--- src/rtl/regfile_param.sv ---
// Parametrised two-read/one-write register file with per-byte write enables,
// an optional hardwired zero entry, optional write-to-read bypass and a
// sequential clear engine that zeroes every entry after reset or on request.
//
// Ports:
//   clk, rst_n     clock, asynchronous active-low reset
//   write_i        write request
//   write_addr_i   write address
//   write_data_i   write data
//   write_be_i     byte enables, bit i covers data bits [8i+7:8i]
//   read_addr1_i   read port 1 address
//   read_addr2_i   read port 2 address
//   read_data1_o   read port 1 data (combinational)
//   read_data2_o   read port 2 data (combinational)
//   clear_i        one-cycle pulse that starts a zero sweep
//   ready_o        registered, high once the sweep has finished
module regfile_param #(
  parameter int unsigned DATA_W   = 32,
  parameter int unsigned ADDR_W   = 5,
  parameter int unsigned ZERO_REG = 1,
  parameter int unsigned BYPASS   = 1
) (
  input  logic                  clk,
  input  logic                  rst_n,
  input  logic                  write_i,
  input  logic [ADDR_W-1:0]     write_addr_i,
  input  logic [DATA_W-1:0]     write_data_i,
  input  logic [DATA_W/8-1:0]   write_be_i,
  input  logic [ADDR_W-1:0]     read_addr1_i,
  input  logic [ADDR_W-1:0]     read_addr2_i,
  output logic [DATA_W-1:0]     read_data1_o,
  output logic [DATA_W-1:0]     read_data2_o,
  input  logic                  clear_i,
  output logic                  ready_o
);

  localparam int unsigned DEPTH  = 1 << ADDR_W;
  localparam int unsigned NBYTES = DATA_W / 8;
  localparam bit          ZR     = (ZERO_REG != 0);
  localparam bit          BP     = (BYPASS != 0);

  typedef enum logic {
    ST_CLEAR = 1'b0,
    ST_RUN   = 1'b1
  } state_e;

  state_e              state_q, state_d;
  logic [ADDR_W-1:0]   clr_idx_q, clr_idx_d;
  logic                ready_q, ready_d;
  logic [DATA_W-1:0]   mem_q [DEPTH];

  logic                wr_en;
  logic                wr_to_zero;
  logic [DATA_W-1:0]   be_mask;
  logic [DATA_W-1:0]   wr_merged;

  // Expand byte enables into a bit mask.
  always_comb begin
    be_mask = '0;
    for (int i = 0; i < NBYTES; i++) begin
      be_mask[8*i +: 8] = {8{write_be_i[i]}};
    end
  end

  // Effective write: RUN only, clear has priority over write.
  always_comb begin
    wr_en      = (state_q == ST_RUN) && write_i && !clear_i;
    wr_to_zero = ZR && (write_addr_i == '0);
    wr_merged  = (write_data_i & be_mask) | (mem_q[write_addr_i] & ~be_mask);
  end

  // State register.
  always_ff @(posedge clk or negedge rst_n) begin
    if (!rst_n) begin
      state_q   <= ST_CLEAR;
      clr_idx_q <= '0;
      ready_q   <= 1'b0;
    end else begin
      state_q   <= state_d;
      clr_idx_q <= clr_idx_d;
      ready_q   <= ready_d;
    end
  end

  // Next-state logic: sweep all entries, then run until a clear request.
  always_comb begin
    state_d   = state_q;
    clr_idx_d = clr_idx_q;
    ready_d   = ready_q;
    unique case (state_q)
      ST_CLEAR: begin
        // Counter wraps to 0 naturally on the last entry.
        clr_idx_d = clr_idx_q + ADDR_W'(1);
        if (clr_idx_q == ADDR_W'(DEPTH - 1)) begin
          state_d = ST_RUN;
          ready_d = 1'b1;
        end
      end
      ST_RUN: begin
        if (clear_i) begin
          state_d   = ST_CLEAR;
          clr_idx_d = '0;
          ready_d   = 1'b0;
        end
      end
      default: begin
        state_d   = ST_CLEAR;
        clr_idx_d = '0;
        ready_d   = 1'b0;
      end
    endcase
  end

  // Storage array; not reset, zeroed by the sweep instead.
  always_ff @(posedge clk) begin
    if (state_q == ST_CLEAR) begin
      mem_q[clr_idx_q] <= '0;
    end else if (wr_en && !wr_to_zero) begin
      mem_q[write_addr_i] <= wr_merged;
    end
  end

  // Read mux: sweep forces zero, zero entry beats bypass, bypass beats array.
  function automatic logic [DATA_W-1:0] read_port(
    input logic [ADDR_W-1:0] addr,
    input logic              in_run,
    input logic              wr_hit,
    input logic [DATA_W-1:0] byp_data,
    input logic [DATA_W-1:0] stored
  );
    logic [DATA_W-1:0] r;
    if (!in_run) begin
      r = '0;
    end else if (ZR && (addr == '0)) begin
      r = '0;
    end else if (BP && wr_hit) begin
      r = byp_data;
    end else begin
      r = stored;
    end
    return r;
  endfunction

  always_comb begin
    read_data1_o = read_port(read_addr1_i, state_q == ST_RUN,
                             wr_en && (read_addr1_i == write_addr_i),
                             wr_merged, mem_q[read_addr1_i]);
    read_data2_o = read_port(read_addr2_i, state_q == ST_RUN,
                             wr_en && (read_addr2_i == write_addr_i),
                             wr_merged, mem_q[read_addr2_i]);
  end

  assign ready_o = ready_q;

endmodule

--- config.mk ---
export PLATFORM = sky130hd
export DESIGN_NAME = regfile_param
export DESIGN_NICKNAME = d
export VERILOG_FILES = /design/src/rtl/regfile_param.sv
export SDC_FILE = /design/constraint.sdc
export NUM_CORES = 2
export LEC_CHECK = 0
export ABC_AREA = 0
export CAP_MARGIN = 20
export CORE_MARGIN = 2
export CORE_UTILIZATION = 32
export DETAILED_ROUTE_END_ITERATION = 16
export PLACE_DENSITY_LB_ADDON = 0.2
export SYNTH_ARGS = -nofsm -noshare
export SYNTH_HDL_FRONTEND = slang
export SYNTH_SLANG_ARGS = --single-unit
--- constraint.sdc ---
create_clock -name clk -period 9.1 [get_ports clk]
set_input_delay 1.82 -clock clk [delete_from_list [all_inputs] [get_ports clk]]
set_output_delay 1.82 -clock clk [all_outputs]
set_load 0.005 [all_outputs]
==> run metrics <==
Layout Cells excl Fill=5,616; initial core utilization=32.3%; DR top layer=met4; GP Congestion=0.852; crit-path cells=buf_8 -> or3b_2 -> buf_4 -> o22ai_1 -> a2111oi_0 -> or2_1 -> o31ai_1 -> clkdlybuf4s50_1; Post-CTS Hold Buffers=0; CTS tree=yes; top_reg_cell synth=edfxtp_1; Setup TNS=0 ns; pre-CTS setup slack=1.74 ns; asr flop ratio synth=0.679%; placed cells=5,408; post-synth cell types=67; min-delay worst type=reg2reg; crit end category=primary output; most frequent cells in the layout=edfxtp_1, mux4_2, mux2i_1; met3 routed WL=16.4 mm; Post-synth EDFFs=1,024; worst hold stages=2; DIE WIDTH=426 um; Leak=21.3 nW; drt drc=0; maximum number of pins on one net before global-route repair=99; total global-route track usage=24.5%; Clock Latency Late Sink=0.76 ns; Finish-stage setup viols=0; Hold Vio Cnt, Final=0; CTS root buffer=clkbuf_16; routed wl met2=108 mm; Slowest Stage Delay on Critical Path=0.86 ns; drt pass-1 iters=7; worst-path fanout max=45; Clock Tree Buf Depth=3; Util after Layout=36.9%; status=finished clean; final setup skew=0.0262 ns; crit share post-route=80.9%; max cap viols=0; Gate Count Post-Synth=3,071; Max Fclk=0.136 GHz; FILL cells=16,200; Power per Cell Area=210 nW/um^2; syn nets=3,128; CTS Sinks=1,031; Critical Path Start Type=input port; CTS buffer count=112; # nets final=3,239; H-tree lvl count=3; register area share after synthesis=54.2%; initial antenna violation count=2; Setup CP Type=in2out; P&R area growth vs syn=14.3%; critical path arrival=5.54 ns; VDD IR-drop max=0.130 mV; Worst-path clk slew=0.06 ns; Port Buffers=119; synth warn=0; num rows=154; GR Overflow Total=0; Top Ports=120; worst-case hold slack=0.559 ns; DRT iter0 DRCs=4,824; Total Wirelength=225 mm; Final ANT Viol Nets=0; Tmin final=7.36 ns; Post-Syn Area=57,000 um^2; Post-CTS Setup Bufs=0; first-pass GRT wire length=308 mm; Worst Setup Slack, final=1.74 ns; HPWL after DPL=137 mm; Worst R2R Path Depth=6; commonest non-fill, non-tap cell in the layout=edfxtp_1; max-slew violations=0; drt wl/cell=40.1 um; Core Area=177,000 um^2; Worst Path Required=7.28 ns; Slowest cell on crit path=or3b_2; wl on met1=88.6 mm; vias in the first global route=36,200; post-CTS sizing=0; Max-slew headroom=17.5%; Worst Max-Slew Pin Slew=1.24 ns; via/cell ratio=6.39; fraction of layout cells with a size suffix above 1=38.4%; RSZ-0062 raised after global routing=false; Post-Syn Area per Cell=18.6 um^2; die area=182,000 um^2; Die Height=426 um; Yosys reg bits=1,031; total number of vias=35,900
[final cells by class]
type,instances,area [um^2],share of cell area (%)
clock buffer,132,2900,4.45
timing repair buffer,288,2690,4.13
sequential,1031,30900,47.4
inverter,57,220,0.338
clock inverter,73,733,1.12
tap,2340,2930,4.49
antenna,3,7.51,0.0115
multi-input combinational,1692,24800,38.0
[final timing paths]
path / startpoint / to / slack, ns
max: write_addr_i[1] / read_data2_o[10] / 1.74
min: ready_o / ready_o / 0.56
max reg2reg: state_q / mem_q[10][6] / 5.28
min reg2reg: ready_o / ready_o / 0.56
max in group asynchronous: rst_n / clr_idx_q[0] / 7.48
min in group asynchronous: rst_n / ready_o / 1.35
[flip-flops by register name (all words and copies together) (netlist names)]
| signal | cells |
|---|---|
| mem_q | 1024 |
| clr_idx_q | 5 |
| ready_o | 1 |
| state_q | 1 |
[per-layer routing]
layer | GRT usage, % | up-vias
li1 | - | 13700
met1 | 32.3 | 19800
met2 | 39.9 | 1977
met3 | 3.61 | 433
met4 | 11.7 | 0
met5 | 0 | -
[report_power, final]
part           switching (mW)  internal, mW
Clock                    2.01          2.66
Combinational            1.83          1.09
Sequential              0.287          5.80
Total                    4.13          9.55
[critical path: cells and delay by family]
family	cells	cell delay [ns]
buffers and inverters	3	1.43
AO/OA/AOI/OAI	3	0.93
AND/OR/NAND/NOR	2	1.20
[kinds of logic (layout without fill, tap and decap cells)]
group	Yosys count	count (layout)	share of synthesized area [%]
AOI/OAI and AO/OA	365	365	5.42
adders and majority gates	2	2	0.0439
and+or+nand+nor	215	215	1.74
xor gates and xnor gates	12	12	0.184
buffers and inverters	348	550	2.92
other	0	3	0
DFF	1031	1031	54.2
muxes	1098	1098	35.5
[synth_stat cells, types with 6 or more instances]
cell type,count,share of area (%)
o2111ai_1,31,0.48
inv_1,55,0.36
o22a_1,32,0.49
a2111oi_2,20,0.53
mux2_2,46,0.91
a221o_2,21,0.41
dfrtp_1,7,0.31
xor2_1,7,0.11
a22oi_1,24,0.32
a2111oi_0,11,0.17
o22ai_1,84,0.92
a211oi_1,20,0.26
buf_1,31,0.20
buf_4,27,0.36
nand3_1,6,0.053
mux4_2,734,29
or2_1,9,0.099
o21ai_1,23,0.20
o221ai_2,16,0.42
clkbuf_1,126,0.83
nor2b_1,15,0.16
nor2_1,65,0.43
o221ai_1,19,0.29
buf_2,88,0.77
nand2b_1,6,0.066
mux2i_1,316,5.5
a221oi_1,9,0.14
buf_6,17,0.34
edfxtp_1,1024,54
o31ai_1,15,0.20
nand2_1,76,0.50
nor3_1,13,0.11
[stage by stage]
step	power (mW)	area, um^2
final	13.7	65200
after global routing	14.0	65200
after CTS	13.7	65200
after detailed placement	9.08	61600
after global placement	9.09	61600
after floorplan	7.69	57000
Note: power is estimated with default switching activity, not from simulation.
